==> config.mk <==
export PLATFORM = sky130hd
export DESIGN_NAME = rv32_bus_arbiter
export DESIGN_NICKNAME = d
export VERILOG_FILES = /design/src/rtl/rv32_bus_arbiter.sv
export SDC_FILE = /design/constraint.sdc
export NUM_CORES = 1
export LEC_CHECK = 0
export ABC_CLOCK_PERIOD_IN_PS = 1610
export CAP_MARGIN = 15
export CORE_AREA = 2 2 105 107
export DETAILED_ROUTE_END_ITERATION = 6
export DIE_AREA = 0 0 107 109
export HOLD_SLACK_MARGIN = 0.03
export PLACE_DENSITY_LB_ADDON = 0.1
export SLEW_MARGIN = 0
export SYNTH_ARGS = -nofsm -noshare
export SYNTH_HDL_FRONTEND = slang
export SYNTH_SLANG_ARGS = --single-unit
==> constraint.sdc <==
create_clock -name clk -period 1.61 [get_ports clk]
set_input_delay 0.322 -clock clk [delete_from_list [all_inputs] [get_ports clk]]
set_output_delay 0.322 -clock clk [all_outputs]
set_load 0.02 [all_outputs]
==> src/rtl/rv32_bus_arbiter.sv <==
// Merges the rv32 instruction and data buses onto one shared memory bus.
// Alternating arbitration, owner held until the slave answers, with a timeout watchdog.
module rv32_bus_arbiter #(
  parameter int          TIMEOUT_CYCLES     = 16,
  parameter logic [31:0] TIMEOUT_READ_VALUE = 32'hFFFFFFFF
) (
  input  logic        clk,
  input  logic        reset,
  input  logic [31:0] instr_address_in,
  input  logic        instr_read_in,
  output logic [31:0] instr_read_value_out,
  output logic        instr_ready_out,
  input  logic [31:0] data_address_in,
  input  logic        data_read_in,
  input  logic        data_write_in,
  input  logic [3:0]  data_write_mask_in,
  input  logic [31:0] data_write_value_in,
  output logic [31:0] data_read_value_out,
  output logic        data_ready_out,
  output logic [31:0] mem_address_out,
  output logic        mem_read_out,
  output logic        mem_write_out,
  output logic [3:0]  mem_write_mask_out,
  output logic [31:0] mem_write_value_out,
  input  logic [31:0] mem_read_value_in,
  input  logic        mem_ready_in,
  output logic        timeout_out
);
  localparam int CW = (TIMEOUT_CYCLES > 0) ? $clog2(TIMEOUT_CYCLES + 1) : 1;
  localparam logic [CW-1:0] TO_LIMIT = CW'(TIMEOUT_CYCLES);
  localparam bit TO_EN = (TIMEOUT_CYCLES != 0);

  logic          locked, locked_nx;
  logic          owner_q, owner_nx;
  logic          last_q, last_nx;
  logic [CW-1:0] wait_cnt, wait_nx;
  logic          instr_req, data_req, active, owner, to_hit, done;
  logic [31:0]   rvalue;

  // owner: 0 = instr, 1 = data
  always_comb begin
    instr_req = instr_read_in;
    data_req  = data_read_in | data_write_in;
    active    = !reset && (locked || instr_req || data_req);
    if (locked)                     owner = owner_q;
    else if (instr_req && data_req) owner = ~last_q;
    else                            owner = data_req;
    to_hit = TO_EN && locked && (wait_cnt == TO_LIMIT) && !mem_ready_in;
    done   = active && (mem_ready_in || to_hit);
  end

  always_ff @(posedge clk) begin
    if (reset) begin
      locked   <= 1'b0;
      owner_q  <= 1'b0;
      last_q   <= 1'b1;
      wait_cnt <= '0;
    end else begin
      locked   <= locked_nx;
      owner_q  <= owner_nx;
      last_q   <= last_nx;
      wait_cnt <= wait_nx;
    end
  end

  always_comb begin
    locked_nx = locked;
    owner_nx  = owner_q;
    last_nx   = last_q;
    wait_nx   = wait_cnt;
    if (done) begin
      locked_nx = 1'b0;
      last_nx   = owner;
      wait_nx   = '0;
    end else if (active && !locked) begin
      locked_nx = 1'b1;
      owner_nx  = owner;
      wait_nx   = CW'(1);
    end else if (locked && TO_EN) begin
      wait_nx = wait_cnt + CW'(1);
    end
  end

  always_comb begin
    mem_address_out      = '0;
    mem_read_out         = 1'b0;
    mem_write_out        = 1'b0;
    mem_write_mask_out   = '0;
    mem_write_value_out  = '0;
    instr_ready_out      = 1'b0;
    instr_read_value_out = '0;
    data_ready_out       = 1'b0;
    data_read_value_out  = '0;
    timeout_out          = active && to_hit;
    rvalue               = to_hit ? TIMEOUT_READ_VALUE : mem_read_value_in;
    if (active) begin
      if (owner) begin
        mem_address_out     = data_address_in;
        mem_read_out        = data_read_in;
        mem_write_out       = data_write_in;
        mem_write_mask_out  = data_write_mask_in;
        mem_write_value_out = data_write_value_in;
      end else begin
        mem_address_out = instr_address_in;
        mem_read_out    = instr_read_in;
      end
      // a forced termination must not leave a strobe on the bus
      if (to_hit) begin
        mem_read_out  = 1'b0;
        mem_write_out = 1'b0;
      end
    end
    if (done) begin
      if (owner) begin
        data_ready_out      = 1'b1;
        data_read_value_out = rvalue;
      end else begin
        instr_ready_out      = 1'b1;
        instr_read_value_out = rvalue;
      end
    end
  end
endmodule
==> run metrics <==
Rel. slew slack=0.800; All-Layer GR Usage=0.270; post-route setup slack=-0.600 ns; reg2reg setup slack=0.08 ns; hold path depth=3; first-pass GRT wire length=24100 µm; nets@finish=859; Hold Vio Cnt, Final=0; syn_nets=464; Mapped Area=1830 µm²; Worst Hold End=wait_cnt[1]; Post-DP HPWL=9510 µm; Fill cells=666; CP endpoint kind=output port; Setup Skew=0.00608 ns; Max Slew Vio Count=0; cell count after synthesis=324; CTS Sinks=8; Final min period=2.21 ns; hold path start=wait_cnt[1]; worst hold path class=flip-flop to flip-flop; synthesized area per cell=5.64 µm²; ys async rst share=0; CTS Buf Count=3; Area Overhead vs Synth=352%; H-tree Lvls=1; number of global-route vias before repair=4061; Ys Warns=0; pre-CTS setup slack=-1.16 ns; PwrDens=385 nW/µm²; die footprint=11700 µm²; DRT Pass-1 Iters=4; maximum number of pins on one net before global-route repair=18; Die Height=109 µm; slew of the pin with the lowest slew margin=0.299 ns; Synth area leaders=nor2_1 (14%), nand2_1 (14%), and3_1 (12%); Setup CP Type=flip-flop to output port; num ports=275; VDD IR max=333 µV; # DRC=0; initial antenna violation count=1; Peak Freq=0.453 GHz; drt wl/cell=20.5 µm; LEAKAGE=3.35 nW; vias=4005; final setup fails=137; CTS tree=yes; Initial Util=0.172; Worst-Skew Late Latency=0.23 ns; layout cells sized above 1=0.742; nature of the critical path startpoint=flip-flop; Die Wd=107 µm; top-area cell type share of the netlist area=0.144; drt total wl=17600 µm; library cells used by synthesis=38; Post-synth EDFFs=0; dpl cells=747; GR Overflow Total=0; dominant cell type by area after synthesis=nor2_1; run status=finished, violations left; CP required=1.29 ns; sequential cell area fraction in the yosys report=0.0876; DR vias/cell=4.67; Maximum Capacitance Violations=0; clock-pin slew on the worst setup and hold paths=0.04 ns; #FFs+latches synth=8; RSZ-0062 raised after global routing=yes; remaining antenna violation count after routing=0; Final GP Congestion=0.815; critical path fanouts, max=4; failing checks=negative setup slack; CP arrival=1.89 ns; RR Endpoint=last_q; CTS root buf=clkbuf_8; r2r startpoint=wait_cnt[1]; R2R depth=7; Primary FF master, synth=dfxtp_1; non-filler cells in the finished layout=858; fin crit share=1.37; DRT iter0 DRCs=151; CORE AREA=10600 µm²; row cnt=38; Clock Path Buffers=2; IO Port Bufs=274
-- Yosys cell counts (2+ instances only) --
cell type  instances
nand3_1            3
a21oi_1           35
nor3_1             3
buf_2              9
nand2_1           69
o21ai_0           32
nand4_1            2
inv_1              2
and3_1            36
clkbuf_1           7
a211oi_1           3
ha_1               2
xor2_1             3
buf_6             10
clkbuf_2           3
dfxtp_1            8
or3_1              2
buf_4              5
nor4_4             2
nor2_1            70
-- kinds of logic after synthesis --
kind of cell / count (synthesis) / synth area share
AND/OR/NAND/NOR: 195 / 0.494
AO/OA/AOI/OAI: 80 / 0.257
XOR/XNOR: 3 / 0.0144
buffers and inverters: 36 / 0.133
flip-flops: 8 / 0.0876
adder cells (fa/ha/maj): 2 / 0.0137
-- power by group --
group          switching (mW)  internal [mW]  leakage (nW)
logic                    1.22           1.50          3.26
registers             0.00919          0.207        0.0664
clock network          0.0880          0.163        0.0216
-- worst max path at each step --
stage / from / to / slack [ns] / cells past startpoint
6_report: wait_cnt[1] / instr_read_value_out[20] / -0.60 / 12
2_1_floorplan: wait_cnt[1] / data_read_value_out[24] / -0.17 / 7
3_5_place_dp: data_write_in / mem_address_out[1] / -1.16 / 8
3_3_place_gp: data_read_in / mem_write_mask_out[0] / -1.13 / 8
5_1_grt: wait_cnt[1] / instr_read_value_out[20] / -0.67 / 12
4_1_cts: wait_cnt[1] / data_read_value_out[0] / -0.64 / 13
-- layout by cell type (no fill, tap or decap), drive strengths merged, types with 3 or more instances in the layout --
master         instances
a211oi                 3
a21oi                 35
o21ai                 33
dfxtp                  8
nor2                  71
nor4                   3
buf                  287
xor2                   3
and3                  36
nand2                 70
clkbuf                 6
nor3                   3
nand3                  3
clkdlybuf4s50        132
-- per-layer routing --
layer,global-route usage,wire [µm],vias to the layer above
met5,0,0,-
met4,0.0742,478,0
met3,0.0514,841,36
met2,0.513,9660,127
met1,0.306,6640,1936
li1,-,-,1906
-- worst max-delay path, stage by stage (launching register included) --
cell and delay, ns:
dfxtp_2 0.33, inv_2 0.05, ha_4 0.17, nand3_4 0.06
nor4_4 0.03, buf_4 0.15, buf_12 0.12, buf_8 0.13
buf_12 0.13, buf_12 0.12, o21ai_4 0.17, nor2_2 0.06
buf_6 0.13
-- sequential cells by signal, indices dropped and copies added, names as in the netlist --
name and count:
locked 1, last_q 1, wait_cnt 5, owner_q 1
-- repair_timing --
action	in CTS	in global routing
hold buffers	0	0
gates cloned	22	3
buffers inserted	63	39
setup endpoints to repair	143	140
pin swaps	76	69
gates resized for setup	1042	135
-- stage by stage --
step	hold WS, ns	total power, mW	cell area (µm²)	util	setup TNS [ns]
finish	0.587	3.18	8260	0.779	-63.84
global route	0.620	3.31	8260	0.779	-71.34
CTS	0.582	3.00	7740	0.730	-70.29
detailed placement	0.579	1.89	5440	0.513	-153.80
global placement	0.570	1.88	5440	0.513	-151.50
floorplan	0.509	1.05	2340	-	-9.79
-- layout make-up --
type	count	area, µm²	area share
Multi-Input combinational cell	280	2870	0.347
Tap cell	140	175	0.0212
Inverter	2	7.51	0.000909
Sequential cell	8	168	0.0203
Antenna cell	1	2.50	0.000303
Timing Repair Buffer	424	5000	0.605
Clock buffer	3	41.3	0.00500
Power figures use the tool's default switching activity.
